$ cat config.mk
export PLATFORM = sky130hd
export DESIGN_NAME = spi_display_responder
export DESIGN_NICKNAME = d
export VERILOG_FILES = /design/src/rtl/spi_display_responder.sv
export SDC_FILE = /design/constraint.sdc
export NUM_CORES = 1
export LEC_CHECK = 0
export CAP_MARGIN = 20
export CORE_MARGIN = 4
export CORE_UTILIZATION = 30
export CTS_CLUSTER_SIZE = 14
export DETAILED_ROUTE_END_ITERATION = 10
export HOLD_SLACK_MARGIN = 0.03
export MAX_ROUTING_LAYER = met4
export PLACE_DENSITY = 0.49
export SLEW_MARGIN = 20
export SYNTH_ARGS = -nofsm -noshare
export SYNTH_HDL_FRONTEND = slang
export SYNTH_SLANG_ARGS = --single-unit
export TNS_END_PERCENT = 100
$ cat constraint.sdc
create_clock -name clk -period 2.3 [get_ports clk]
set_clock_uncertainty 0.2 [all_clocks]
set_input_delay 0.345 -clock clk [delete_from_list [all_inputs] [get_ports clk]]
set_output_delay 0.345 -clock clk [all_outputs]
set_load 0.005 [all_outputs]
$ cat src/rtl/spi_display_responder.sv
// SPI responder model of an ILI9341-style display: decodes command/data bytes,
// tracks the CASET/PASET window and strobes each RAMWR pixel. RDDID readback is built with SPI_DISPLAY_RESPONDER_RDDID_EN.
module spi_display_responder #(
    parameter int          WIDTH      = 240,
    parameter int          HEIGHT     = 320,
    parameter logic [23:0] DISPLAY_ID = 24'h009341
) (
    input  logic                        clk,
    input  logic                        rst,
    input  logic                        display_csb,
    input  logic                        spi_clk,
    input  logic                        spi_mosi,
    input  logic                        data_commandb,
    output logic                        spi_miso,
    output logic                        byte_valid,
    output logic [7:0]                  byte_data,
    output logic                        byte_is_data,
    output logic                        pixel_valid,
    output logic [$clog2(WIDTH)-1:0]    pixel_x,
    output logic [$clog2(HEIGHT)-1:0]   pixel_y,
    output logic [15:0]                 pixel_color,
    output logic                        cmd_error
);
    localparam int XW = $clog2(WIDTH);
    localparam int YW = $clog2(HEIGHT);

    typedef enum logic [2:0] {
        S_CMD    = 3'd0,
        S_CASET  = 3'd1,
        S_PASET  = 3'd2,
        S_RAMWR  = 3'd3,
        S_RDDID  = 3'd4,
        S_IGNORE = 3'd5
    } state_t;

    logic [1:0] sclk_sy_r, mosi_sy_r, dc_sy_r, csb_sy_r;
    logic       sclk_q_r, csb_q_r;
    logic       rise_s, rise_r, bit_r, dc_bit_r;
    logic [7:0] shift_r;
    logic [2:0] bit_cnt_r;
    logic       byte_done_r, dc_cap_r;

    state_t          state_r, state_nx_s;
    logic [XW-1:0]   xs_r, xe_r, x_r;
    logic [YW-1:0]   ys_r, ye_r, y_r;
    logic [1:0]      par_cnt_r;
    logic [23:0]     par_r;
    logic [15:0]     start_s, end_s;
    logic            phase_r;
    logic [7:0]      color_hi_r;
    logic            pix_fire_s, commit_s;

    logic            byte_valid_r, byte_is_data_r, pixel_valid_r, cmd_error_r;
    logic [7:0]      byte_data_r;
    logic [XW-1:0]   pixel_x_r;
    logic [YW-1:0]   pixel_y_r;
    logic [15:0]     pixel_color_r;

    // Two-flop synchronizers plus previous-value flops for edge detection
    always_ff @(posedge clk) begin
        if (rst) begin
            sclk_sy_r <= 2'b00;
            mosi_sy_r <= 2'b00;
            dc_sy_r   <= 2'b00;
            csb_sy_r  <= 2'b11;
            sclk_q_r  <= 1'b0;
            csb_q_r   <= 1'b1;
        end else begin
            sclk_sy_r <= {sclk_sy_r[0], spi_clk};
            mosi_sy_r <= {mosi_sy_r[0], spi_mosi};
            dc_sy_r   <= {dc_sy_r[0], data_commandb};
            csb_sy_r  <= {csb_sy_r[0], display_csb};
            sclk_q_r  <= sclk_sy_r[1];
            csb_q_r   <= csb_sy_r[1];
        end
    end

    // Gate with the delayed csb so a csb rise coincident with the last edge still completes the byte
    assign rise_s = sclk_sy_r[1] & ~sclk_q_r & ~csb_q_r;

    // Registered rise strobe with the bit and dc value it captured, then the byte shifter
    always_ff @(posedge clk) begin
        if (rst) begin
            rise_r      <= 1'b0;
            bit_r       <= 1'b0;
            dc_bit_r    <= 1'b0;
            shift_r     <= 8'h00;
            bit_cnt_r   <= 3'd0;
            byte_done_r <= 1'b0;
            dc_cap_r    <= 1'b0;
        end else begin
            rise_r   <= rise_s;
            bit_r    <= mosi_sy_r[1];
            dc_bit_r <= dc_sy_r[1];
            if (rise_r) begin
                shift_r     <= {shift_r[6:0], bit_r};
                bit_cnt_r   <= bit_cnt_r + 3'd1;
                byte_done_r <= (bit_cnt_r == 3'd7);
                if (bit_cnt_r == 3'd7) begin
                    dc_cap_r <= dc_bit_r;
                end
            end else begin
                byte_done_r <= 1'b0;
                if (csb_sy_r[1]) begin
                    bit_cnt_r <= 3'd0;
                end
            end
        end
    end

    // Decoder state register
    always_ff @(posedge clk) begin
        if (rst) begin
            state_r <= S_CMD;
        end else begin
            state_r <= state_nx_s;
        end
    end

    // Decoder next-state: any command byte re-targets, data bytes only finish CASET/PASET
    always_comb begin
        state_nx_s = state_r;
        if (byte_done_r && !dc_cap_r) begin
            case (shift_r)
                8'h2A:   state_nx_s = S_CASET;
                8'h2B:   state_nx_s = S_PASET;
                8'h2C:   state_nx_s = S_RAMWR;
                8'h01:   state_nx_s = S_CMD;
`ifdef SPI_DISPLAY_RESPONDER_RDDID_EN
                8'h04:   state_nx_s = S_RDDID;
`endif
                default: state_nx_s = S_IGNORE;
            endcase
        end else if (byte_done_r && (state_r == S_CASET || state_r == S_PASET) && par_cnt_r == 2'd3) begin
            state_nx_s = S_IGNORE;
        end else begin
            state_nx_s = state_r;
        end
    end

    // Decoder output strobes
    always_comb begin
        pix_fire_s = 1'b0;
        commit_s   = 1'b0;
        start_s    = par_r[23:8];
        end_s      = {par_r[7:0], shift_r};
        if (byte_done_r && dc_cap_r) begin
            pix_fire_s = (state_r == S_RAMWR) && phase_r;
            commit_s   = (par_cnt_r == 2'd3);
        end else begin
            pix_fire_s = 1'b0;
            commit_s   = 1'b0;
        end
    end

    // Window, pixel cursor and registered outputs
    always_ff @(posedge clk) begin
        if (rst) begin
            xs_r          <= {XW{1'b0}};
            xe_r          <= XW'(WIDTH - 1);
            ys_r          <= {YW{1'b0}};
            ye_r          <= YW'(HEIGHT - 1);
            x_r           <= {XW{1'b0}};
            y_r           <= {YW{1'b0}};
            par_cnt_r     <= 2'd0;
            par_r         <= 24'h000000;
            phase_r       <= 1'b0;
            color_hi_r    <= 8'h00;
            byte_valid_r  <= 1'b0;
            byte_data_r   <= 8'h00;
            byte_is_data_r <= 1'b0;
            pixel_valid_r <= 1'b0;
            pixel_x_r     <= {XW{1'b0}};
            pixel_y_r     <= {YW{1'b0}};
            pixel_color_r <= 16'h0000;
            cmd_error_r   <= 1'b0;
        end else begin
            byte_valid_r  <= byte_done_r;
            pixel_valid_r <= pix_fire_s;
            if (byte_done_r) begin
                byte_data_r    <= shift_r;
                byte_is_data_r <= dc_cap_r;
            end
            if (byte_done_r && !dc_cap_r) begin
                par_cnt_r <= 2'd0;
                if (shift_r == 8'h2C) begin
                    x_r     <= xs_r;
                    y_r     <= ys_r;
                    phase_r <= 1'b0;
                end
                if (shift_r == 8'h01) begin
                    xs_r <= {XW{1'b0}};
                    xe_r <= XW'(WIDTH - 1);
                    ys_r <= {YW{1'b0}};
                    ye_r <= YW'(HEIGHT - 1);
                end
            end else if (byte_done_r) begin
                case (state_r)
                    S_CMD: cmd_error_r <= 1'b1;
                    S_CASET, S_PASET: begin
                        par_cnt_r <= par_cnt_r + 2'd1;
                        par_r     <= {par_r[15:0], shift_r};
                        if (commit_s && state_r == S_CASET) begin
                            xs_r <= start_s[XW-1:0];
                            xe_r <= end_s[XW-1:0];
                        end
                        if (commit_s && state_r == S_PASET) begin
                            ys_r <= start_s[YW-1:0];
                            ye_r <= end_s[YW-1:0];
                        end
                    end
                    S_RAMWR: begin
                        phase_r <= ~phase_r;
                        if (!phase_r) begin
                            color_hi_r <= shift_r;
                        end else begin
                            pixel_x_r     <= x_r;
                            pixel_y_r     <= y_r;
                            pixel_color_r <= {color_hi_r, shift_r};
                            if (x_r == xe_r) begin
                                x_r <= xs_r;
                                y_r <= (y_r == ye_r) ? ys_r : y_r + YW'(1);
                            end else begin
                                x_r <= x_r + XW'(1);
                            end
                        end
                    end
                    default: ;
                endcase
            end
        end
    end

`ifdef SPI_DISPLAY_RESPONDER_RDDID_EN
    logic        fall_s;
    logic [3:0]  dummy_cnt_r;
    logic [23:0] id_sh_r;
    logic        miso_r;

    assign fall_s = ~sclk_sy_r[1] & sclk_q_r;

    // RDDID readback: skip 8 dummy falls, then shift DISPLAY_ID out on each fall
    always_ff @(posedge clk) begin
        if (rst) begin
            dummy_cnt_r <= 4'd0;
            id_sh_r     <= 24'h000000;
            miso_r      <= 1'b0;
        end else if (byte_done_r && !dc_cap_r) begin
            dummy_cnt_r <= 4'd0;
            id_sh_r     <= DISPLAY_ID;
            miso_r      <= 1'b0;
        end else if (csb_sy_r[1]) begin
            miso_r <= 1'b0;
        end else if (fall_s && state_r == S_RDDID) begin
            if (dummy_cnt_r != 4'd8) begin
                dummy_cnt_r <= dummy_cnt_r + 4'd1;
                miso_r      <= 1'b0;
            end else begin
                miso_r  <= id_sh_r[23];
                id_sh_r <= {id_sh_r[22:0], 1'b0};
            end
        end
    end

    assign spi_miso = miso_r;
`else
    // Readback not built: the ID only feeds a constant-zero term
    assign spi_miso = 1'b0 & (^DISPLAY_ID);
`endif

    assign byte_valid   = byte_valid_r;
    assign byte_data    = byte_data_r;
    assign byte_is_data = byte_is_data_r;
    assign pixel_valid  = pixel_valid_r;
    assign pixel_x      = pixel_x_r;
    assign pixel_y      = pixel_y_r;
    assign pixel_color  = pixel_color_r;
    assign cmd_error    = cmd_error_r;
endmodule

======== After elaboration in Yosys (flattened, before gate mapping) ========
Cells that the tools add are included.
word-level totals
  register bits ........................... 153
  input port bits ......................... 6
  logic and storage cells ................. 134
cells by class
  reductions and logical operators ........ 34
  eq/ne operators ......................... 13
  mux-type cells .......................... 43
  bitwise gates (word level) .............. 8
  $add $sub $neg .......................... 4
operator list
  kind                                                  count
  two-way mux 9 bit                                     17
  two-way mux 8 bit                                     16
  equality test 8 x 6 -> 1 bit (second input constant)  3
  AND reduction 4 bit                                   5
  nonzero test 2 bit                                    9
  two-way mux 3 bit                                     4
  one-hot mux 3 bit (4 select lines)                    1
  adder 9 x 1 -> 9 bit (second input constant)          1
  equality test 9 bit                                   1
  AND reduction 3 bit                                   3
  adder 8 x 1 -> 8 bit (second input constant)          1
  equality test 8 x 1 -> 1 bit (second input constant)  1
  equality test 8 bit                                   1
  OR reduction 2 bit                                    4
  logical AND 1 bit                                     7
  equality test 3 x 2 -> 1 bit (second input constant)  2
  NOT 1 bit                                             6
  two-way mux 1 bit                                     5
  AND reduction 5 bit                                   1
  != test 2 x 1 -> 1 bit (second input constant)        2
  AND reduction 2 bit                                   2
  adder 3 x 1 -> 3 bit (second input constant)          1
  equality test 3 x 1 -> 1 bit (second input constant)  1
  equality test 3 bit (second input constant)           1
  other kinds (6)                                       7

======== Depth between registers and ports, before layout ========
Gate-level depths: netlist of the first run.
  depth in word-level cells ............... 7
  gate-level depth with buffers ........... 8
  gate-level depth less buffers ........... 6

======== Worst setup path before layout of the first run ========
OpenSTA, ideal clock, no wires.
  path type ............................... register to register
  start ................................... reg y_r[6]
  end ..................................... reg y_r[5]
  slack ................................... 0.312 ns
  arrival time ............................ 1.651 ns
  library setup time ...................... 0.136 ns
  clock period less this slack ............ 1.988 ns
  stages on the path, launching flop included .. 8
  path through ............................ dfxtp_1 > clkbuf_1 > xor2_1 > nor4_1 > a31oi_4 > buf_2 > mux2i_1 > o221ai_1
between the ends
  longest elaborated chain between the ends .. 7
ends and longest elaborated chain
  item                      RTL line  RTL
  start: declaration        45        logic [YW-1:0] ys_r, ye_r, y_r;
  start signal: assignment  164       y_r <= {YW{1'b0}};
  start signal: assignment  188       y_r <= ys_r;
  start signal: assignment  222       y_r <= (y_r == ye_r) ? ys_r : y_r + YW'(1);
  equality test 9 bit       222
  two-way mux 9 bit         222
  two-way mux 9 bit         220       if (x_r == xe_r) begin
  two-way mux 9 bit         214       if (!phase_r) begin
  two-way mux 9 bit         198       case (state_r)
  two-way mux 9 bit         197       end else if (byte_done_r) begin
  two-way mux 9 bit         184       if (byte_done_r && !dc_cap_r) begin
Every way passes these cells. The select of a mux whose other input is x is not followed.
A chain may end at the register's enable or synchronous reset.

======== Final worst setup path of the first run ========
  start ................................... reg byte_done_r
  end ..................................... reg y_r[4]
between the ends
  longest elaborated chain between the ends .. 3
ends and longest elaborated chain
  item                                                                                  RTL line  RTL
  start: declaration                                                                    41        logic byte_done_r, dc_cap_r;
  start signal: assignment                                                              98        byte_done_r <= (bit_cnt_r == 3'd7);
  logical AND 1 bit                                                                     184
  != test 2 x 1 -> 1 bit (no source line) / nonzero test 2 bit (equally long branches)  --
  AND reduction 5 bit (no source line)                                                  --
Parallel ways exist; a longest one is shown, timed or not.

==> metrics.md, run 1 <==
| Metric | Value |
|---|---|
| Outcome | `finished clean` |
| Crit Path Class | `flip-flop to flip-flop` |
| Wire per inst | `15.64 µm` |
| Pin count of the biggest net entering global routing | `90` |
| Rel. slew slack | `53.61%` |
| CTS clock-pin slew for the worst setup and hold paths | `~0.060 ns` |
| Clock Sink Count | `153` |
| Cell Rows | `52` |
| Synth Warn # | `0` |
| Period utilization | `94.50%` |
| CP Launch Type | `flip-flop` |
| Die area | `0.02301 mm²` |
| WP buf/inv | `0` |
| CP max-delay cell | `dfxtp_1` |
| Iter 0 DRT Violations | `268` |
| Critical-path cell list | `and4b_1 > a31oi_4 > or2_1 > nor2_2 > o221ai_1` |
| First-pass GRT wire length | `26.25 mm` |
| Layout cell share with drive strength beyond 1 | `11.69%` |
| Vias per inst | `roughly 5` |
| Class of the worst hold path | `flip-flop to flip-flop` |
| Max Freq | `~0.46 GHz` |
| Die outline width | `151.7 µm` |
| Final Power | `5.626 mW` |
| Count leader, synth | `dfxtp_1` |
| CTS tree | `yes` |
| Synth cell types | `52` |
| CP top delay family | `simple AND/OR/NAND/NOR gates` |
| Top-area cell type share of the netlist area | `between 40 and 50%` |
| Synth area leader | `dfxtp_1` |
| Routed vias | `slightly above 5000` |
| Leakage | `2.770 nW` |
| Psw | `1.172 mW` |
| Die Y | `151.7 µm` |
| Initial core utilization | `a little under a third` |
| H-tree depth | `4` |
| CTS Buffer Depth | `2` |
| Area of the core | `roughly 0.020 mm²` |
| Syn avg cell area | `8.774 µm²` |
| Clock period minus final worst setup slack | `2.173 ns` |
| Fin area | `0.007695 mm²` |
| Synth Flop Type | `dfxtp_1` |
| Synthesized Nets | `717` |
| Synthesis-to-finish area growth | `24.22%` |
| Endpoints failing setup | `0` |
| Yosys reg bits | `about 150` |
| Clock root buffer | `clkbuf_16` |
| Gr usage total | `around 15%` |
| Post-CTS setup buffer count | `0` |
| Top cells by area, synth | `dfxtp_1, mux2i_1, nand2_1, a21oi_1, nor2_1` |
| Worst vdd ir | `0.4766 mV` |
| Max Slew Vio Count | `0` |
| Final setup TNS | `0 ns` |
| Clock latency on the worst-skew pair | `approximately 0.42 ns` |
| Post-synth top cells | `dfxtp_1, nand2_1, a21oi_1` |
| Register area | `0.003063 mm²` |
| Detailed-route DRC error count | `0` |
| Async S/R FF share, synth | `0%` |
| Final hold slack | `0.1856 ns` |
| EDFF count, synth | `0` |
| Hold Fails Final Rpt | `0` |
| Worst setup EP type | `flip-flop` |
| Internal | `4.454 mW` |
| Final #Nets | `between 700 and 800` |
| Worst slew pin tran | `0.6949 ns` |
| I/O Buffers | `50` |
| Max stage delay on crit path | `0.42 ns` |
| Diode count | `0` |
| Cells after Synth | `706` |
| Max FO, Critical Path | `9` |
| Crit path required time | `2.38 ns` |
| Sequential Power Share | `a little under half` |
| Unrepaired setup endpoints after global routing | `no` |
| Footprint of the multi-input gates | `0.002835 mm²` |
| Sequential fraction of the synthesis area | `49.44%` |
| DRT Pass-1 Iters | `7` |
| Final HPWL DP | `11.25 mm` |
| Routed Antenna Nets | `0` |
| Post-Syn Area | `slightly above 0.006 mm²` |
| Final worst setup slack | `about 0.13 ns` |
| Max cap viols | `0` |
| Clk pwr share | `50.5%` |
| GR Overflow Total | `0` |
| Vias in the first global route | `roughly 5000` |
| Switch share | `between 20% and 30%` |
| Crit path DAT | `2.26 ns` |
| Worst slack, placed | `0.1043 ns` |
| Power Density | `731.1 mW/mm²` |
| I/O Pins | `52` |
| Num CTS Buffers | `17` |
| Combinational share of power | `1.7%` |
| GPL Wtd Cong | `0.8581` |
| Placement Cell Area | `0.007079 mm²` |
| Final wirelength | `~16 mm` |
| Fill cells | `2055` |
| Initial antenna violation count | `0` |
layer usage:
layer	wire (µm)	share of wire, %	global-route usage [%]	vias up
met4	225	1.4	4.492	0
li1	-	-	-	2518
met1	7808	48	19.70	2405
met3	710	4.4	3.926	17
met2	7524	46	22.93	122
met5	0	0	-	-
cells by family (layout without fill, tap and decap cells):
kind of cell	after synthesis	in the layout	share of synthesized area (%)
flip-flops	153	153	49.44
XOR/XNOR	20	20	2.828
AND/OR/NAND/NOR	301	301	22.82
AO/OA/AOI/OAI	119	119	11.90
other	1	1	0.06054
adder cells (fa/ha/maj)	5	5	1.010
multiplexers	44	44	7.110
buffers and inverters	63	127	4.827
repair_timing:
action	4_1_cts	5_1_grt
hold endpoints to repair	2	0
gates resized for setup	0	1
endpoints found under the setup margin	0	1
hold buffers	1	0
sequential cells by signal (all words and copies together), names as in the netlist, 9 cells and up:
register	count
ys_r	9
ye_r	9
pixel_color	16
par_r	17
pixel_y	9
y_r	9
cells in the final DEF (no fill, tap or decap), types with 3 or more instances in the layout:
cell type / n
dfxtp_1: 153
nand2_1: 114
a21oi_1: 67
nor2_1: 62
clkdlybuf4s50_1: 49
nand3_1: 44
mux2i_1: 44
buf_4: 40
xor2_1: 18
nor3_1: 17
clkbuf_16: 17
nor2b_1: 15
o21ai_0: 15
nor4_1: 8
a31oi_1: 8
nand4_1: 7
or2_2: 6
a22o_1: 6
o221ai_1: 6
ha_1: 5
inv_1: 4
and3_1: 4
and2_1: 4
nor3b_1: 4
clkinv_2: 4
a211oi_1: 3
o22a_1: 3
bufinv_16: 3
clkinvlp_4: 3
cell type report:
class,instances,share of cell area (%)
clock buffers,19,5.886
clock inverters,12,1.951
inverters,4,0.1951
multi-input cells,490,36.85
flip-flops and latches,153,39.80
well taps,270,4.390
repair buffers,92,10.93
power by group through the flow:
stage	combinational [mW]	clock, mW	sequential (mW)
floorplan	0.0740	0	2.73
global placement	0.0952	0	2.75
detailed placement	0.0970	0	2.75
CTS	0.0979	2.92	2.69
global route	0.108	3.02	2.69
finish	0.0963	2.84	2.69
final timing paths:
path	from	to	slack, ns	cells after the start
hold / removal	csb_q_r	rise_r	0.19	1
setup reg to reg	byte_done_r	y_r[4]	0.13	5
setup / recovery	byte_done_r	y_r[4]	0.13	5
hold reg to reg	csb_q_r	rise_r	0.19	1
through the flow:
| step | std cells | utilization [%] |
|---|---|---|
| 2_1_floorplan | 706 | - |
| 3_3_place_gp | 1008 | 34.87 |
| 3_5_place_dp | 1008 | 34.87 |
| 4_1_cts | 1040 | 37.89 |
| 5_1_grt | 1040 | 37.91 |
| 6_report | 1040 | 37.91 |
Note: power is estimated with default switching activity, not from simulation.
==> run 2, diff against run 1 <==
--- a/config.mk
+++ b/config.mk
@@ -5,6 +5,7 @@
 export SDC_FILE = /design/constraint.sdc
 export NUM_CORES = 1
 export LEC_CHECK = 0
+export ABC_AREA = 1
 export CAP_MARGIN = 20
 export CORE_MARGIN = 4
 export CORE_UTILIZATION = 30
==> run 2 against run 1 <==
Sequential power hardly changed. Non-clock buffer count shrank 24. Utilization fell by 0.44 points. Clock power rose by 2%. Critical path type unchanged. Largest power group unchanged. Critical path depth grew 2.
==> metrics.md, run 2 <==
| Metric | Value |
|---|---|
| First-pass GRT wire length | `26.43 mm (was 26.25 mm)` |
| Sequential Power Share | `47.3% (was 47.8%)` |
| Max cap viols | `0 (unchanged)` |
| Combinational share of power | `1.5% (was 1.7%)` |
| Endpoints failing setup | `0 (unchanged)` |
| Period utilization | `85.81% (was 94.50%)` |
| Unrepaired setup endpoints after global routing | `no (unchanged)` |
| Max Freq | `0.5067 GHz (was 0.4601 GHz)` |
| Post-synth top cells | `dfxtp_1, nand2_1, a21oi_1 (unchanged)` |
| Async S/R FF share, synth | `0% (unchanged)` |
| Max reg flops | `17 (unchanged)` |
| Most frequent cells in the layout | `dfxtp_1, nand2_1, a21oi_1 (unchanged)` |
| Die outline width | `151.7 µm (about the same)` |
| Initial core utilization | `30.60% (was 30.52%)` |
| Reg2Reg Depth | `7 (was 5)` |
| Top reg by flops | `par_r (unchanged)` |
| Vias in the first global route | `4843 (was 4961)` |
| Post-CTS Resized | `0 (unchanged)` |
| Critical-path cell list | `inv_2 > nand2_2 > nor3_2 > nand3b_2 > nand2_2 > o31ai_1 > inv_1 (was and4b_1 > a31oi_4 > or2_1 > nor2_2 > o221ai_1)` |
| Reg-to-reg startpoint | `dc_cap_r (was byte_done_r)` |
| Layout cell share with drive strength beyond 1 | `12.53% (was 11.69%)` |
| CP top delay family | `simple AND/OR/NAND/NOR gates (unchanged)` |
| End of the critical path | `ye_r[2] (was y_r[4])` |
| Internal | `4.425 mW (was 4.454 mW)` |
| Syn avg cell area | `8.009 µm² (was 8.774 µm²)` |
| Synth Flop Type | `dfxtp_1 (unchanged)` |
| Class of the worst hold path | `input port to flip-flop (was flip-flop to flip-flop)` |
| Die Y | `151.7 µm (about the same)` |
| Synthesized Nets | `784 (was 717)` |
| CTS Buffer Depth | `2 (unchanged)` |
| Count leader, synth | `dfxtp_1 (unchanged)` |
| CP max-delay cell | `dfxtp_1 (unchanged)` |
| Final HPWL DP | `10.96 mm (was 11.25 mm)` |
| Crit path DAT | `2.09 ns (was 2.26 ns)` |
| Top cells by area, synth | `dfxtp_1, a21oi_1, nand2_1, o21ai_0, inv_1 (was dfxtp_1, mux2i_1, nand2_1, a21oi_1, nor2_1)` |
| Detailed-route DRC error count | `0 (unchanged)` |
| Wire per inst | `14.53 µm (was 15.64 µm)` |
| Max stage delay on crit path | `0.42 ns (about the same)` |
| Sequential fraction of the synthesis area | `49.47% (was 49.44%)` |
| Final #Nets | `829 (was 769)` |
| Clock root buffer | `clkbuf_16 (unchanged)` |
| CTS tree | `yes (unchanged)` |
| Psw | `1.207 mW (was 1.172 mW)` |
| Commonest non-fill, non-tap cell in the layout | `dfxtp_1 (unchanged)` |
| Cell Rows | `52 (unchanged)` |
| RR Endpoint | `ye_r[2] (was y_r[4])` |
| Max FO, Critical Path | `15 (was 9)` |
| WP depth | `7 (was 5)` |
| Fin area | `0.007581 mm² (was 0.007695 mm²)` |
| H-tree depth | `4 (unchanged)` |
| Iter 0 DRT Violations | `323 (was 268)` |
| Outcome | `finished clean (unchanged)` |
| Post-CTS setup buffer count | `0 (unchanged)` |
| Vias per inst | `4.593 (was 4.867)` |
| Clock Sink Count | `153 (unchanged)` |
| Pin count of the biggest net entering global routing | `63 (was 90)` |
| Rel. slew slack | `54.75% (was 53.61%)` |
| Clock period minus final worst setup slack | `1.974 ns (was 2.173 ns)` |
| Hold path depth | `3 (was 1)` |
| Clock latency on the worst-skew pair | `0.42 ns (about the same)` |
| Most frequent CP cell | `nand2_2` |
| I/O Pins | `52 (unchanged)` |
| Die area | `0.02300 mm² (was 0.02301 mm²)` |
| Final Instance Count excl. Fillers | `1100 (was 1040)` |
| Routed Antenna Nets | `0 (unchanged)` |
| I/O Buffers | `50 (unchanged)` |
| GPL Wtd Cong | `0.8002 (was 0.8581)` |
| Power Density | `742.8 mW/mm² (was 731.1 mW/mm²)` |
| R2r setup slk | `0.33 ns (was 0.13 ns)` |
| Synth Warn # | `0 (unchanged)` |
| Num CTS Buffers | `17 (unchanged)` |
| EDFF count, synth | `0 (unchanged)` |
| Synthesis-to-finish area growth | `22.45% (was 24.22%)` |
| Max Slew Vio Count | `0 (unchanged)` |
| Worst vdd ir | `0.5041 mV (was 0.4766 mV)` |
| Crit Path Class | `flip-flop to flip-flop (unchanged)` |
| Yosys reg bits | `153 (unchanged)` |
| Gr usage total | `15.17% (was 15.04%)` |
| Switch share | `21.43% (was 20.83%)` |
| Final setup TNS | `0 ns (unchanged)` |
| CTS Hold Bufs | `0 (was 1)` |
| Crit path required time | `2.41 ns (was 2.38 ns)` |
| Placement Cell Area | `0.006970 mm² (was 0.007079 mm²)` |
| CP Launch Type | `flip-flop (unchanged)` |
| Leakage | `3.016 nW (was 2.770 nW)` |
| DRT Pass-1 Iters | `5 (was 7)` |
| Post-Syn Area | `0.006191 mm² (was 0.006195 mm²)` |
| Final core utilization | `37.47% (was 37.91%)` |
| Area of the core | `0.02023 mm² (was 0.02030 mm²)` |
| Worst setup EP type | `flip-flop (unchanged)` |
| WP buf/inv | `2 (was 0)` |
| Synth cell types | `42 (was 52)` |
| Hold Fails Final Rpt | `0 (unchanged)` |
| Initial antenna violation count | `0 (unchanged)` |
| Worst slew pin tran | `0.6787 ns (was 0.6949 ns)` |
| Inst Count DP | `1069 (was 1008)` |
| Clk pwr share | `51.3% (was 50.5%)` |
| Final wirelength | `15.98 mm (was 16.27 mm)` |
| Cells after Synth | `773 (was 706)` |
| Synth area leader | `dfxtp_1 (unchanged)` |
| Top-area cell type share of the netlist area | `49.47% (was 49.44%)` |
| Diode count | `0 (unchanged)` |
| Routed vias | `5052 (was 5062)` |
| CTS clock-pin slew for the worst setup and hold paths | `0.07 ns (was 0.06 ns)` |
| Crit. Startpoint | `dc_cap_r (was byte_done_r)` |
| GR Overflow Total | `0 (unchanged)` |
## run 2: changes by cell type after synthesis, moves of 16 or more
| cell | before | now |
|---|---|---|
| a21oi_1 | 67 | 92 |
| clkbuf_1 | 34 | 14 |
| inv_1 | 4 | 60 |
| mux2i_1 | 44 | 0 |
| nor3_1 | 17 | 1 |
| o21ai_0 | 15 | 71 |
| o21ai_1 | 0 | 25 |
## run 2: worst register-to-register path, delay by kind of cell, from the launching register on
family	cells	cell delay [ns]
compound gates	1	0.28
flops	1	0.42
simple gates	4	0.80
buf+inv	2	0.17
## run 2: worst min-delay path by stage
stage | startpoint | to | slack (ns)
2_1_floorplan | csb_q_r | rise_r | 0.17
3_3_place_gp | sclk_q_r | rise_r | 0.18
3_5_place_dp | csb_q_r | rise_r | 0.18
4_1_cts | rst | xe_r[3] | 0.12
5_1_grt | rst | xe_r[2] | 0.15
6_report | rst | xe_r[3] | 0.13
## run 2: layout make-up
type,instances,area (µm²)
clock buffer,18,439.2
clock inverter,13,171.4
fill,2128,12650
inverter,76,287.8
multi-input combinational,502,2626
sequential,153,3063
tap,270,337.8
timing repair buffer,68,655.6
## run 2: cells by family after synthesis
| group | Yosys count | share of synthesized area (%) |
|---|---|---|
| fa+ha+maj | 5 | 1.011 |
| flops | 153 | 49.47 |
| simple gates | 254 | 19.08 |
| other cells | 1 | 0.06057 |
| xor+xnor | 24 | 3.395 |
| compound gates | 218 | 18.88 |
| buf+inv | 118 | 8.104 |
## run 2: routing by layer
metal,part of all wire [%],track usage [%],vias to the layer above
met5,0,-,-
met1,51,20.58,2331
met4,1.2,4.492,0
met2,44,22.62,73
li1,-,-,2634
met3,3.8,3.540,14
## run 2: stage by stage
| stage | hold slack (ns) | setup slack (ns) | total power [mW] |
|---|---|---|---|
| 6_report | 0.1256 | 0.3263 | 5.632 |
| 5_1_grt | 0.1463 | 0.1195 | 5.832 |
| 4_1_cts | 0.1224 | 0.3119 | 5.701 |
| 3_5_place_dp | 0.1816 | 0.3244 | 2.806 |
| 3_3_place_gp | 0.1770 | 0.2785 | 2.807 |
| 2_1_floorplan | 0.1684 | 0.7164 | 2.775 |
## run 2: power groups by stage
stage | registers [mW] | logic (mW) | clock network (mW)
final | 2.66 | 0.0837 | 2.89
after global placement | 2.72 | 0.0864 | 0
after CTS | 2.66 | 0.0860 | 2.95
after detailed placement | 2.72 | 0.0856 | 0
after global routing | 2.66 | 0.0936 | 3.08
after floorplan | 2.72 | 0.0550 | 0
==> run 3, diff against run 2 <==
--- a/config.mk
+++ b/config.mk
@@ -5,7 +5,7 @@
 export SDC_FILE = /design/constraint.sdc
 export NUM_CORES = 1
 export LEC_CHECK = 0
-export ABC_AREA = 1
+export ABC_CLOCK_PERIOD_IN_PS = 2300
 export CAP_MARGIN = 20
 export CORE_MARGIN = 4
 export CORE_UTILIZATION = 30
==> results of run 3 <==
Final layout, timing and power as in run 1 (identical DEF).
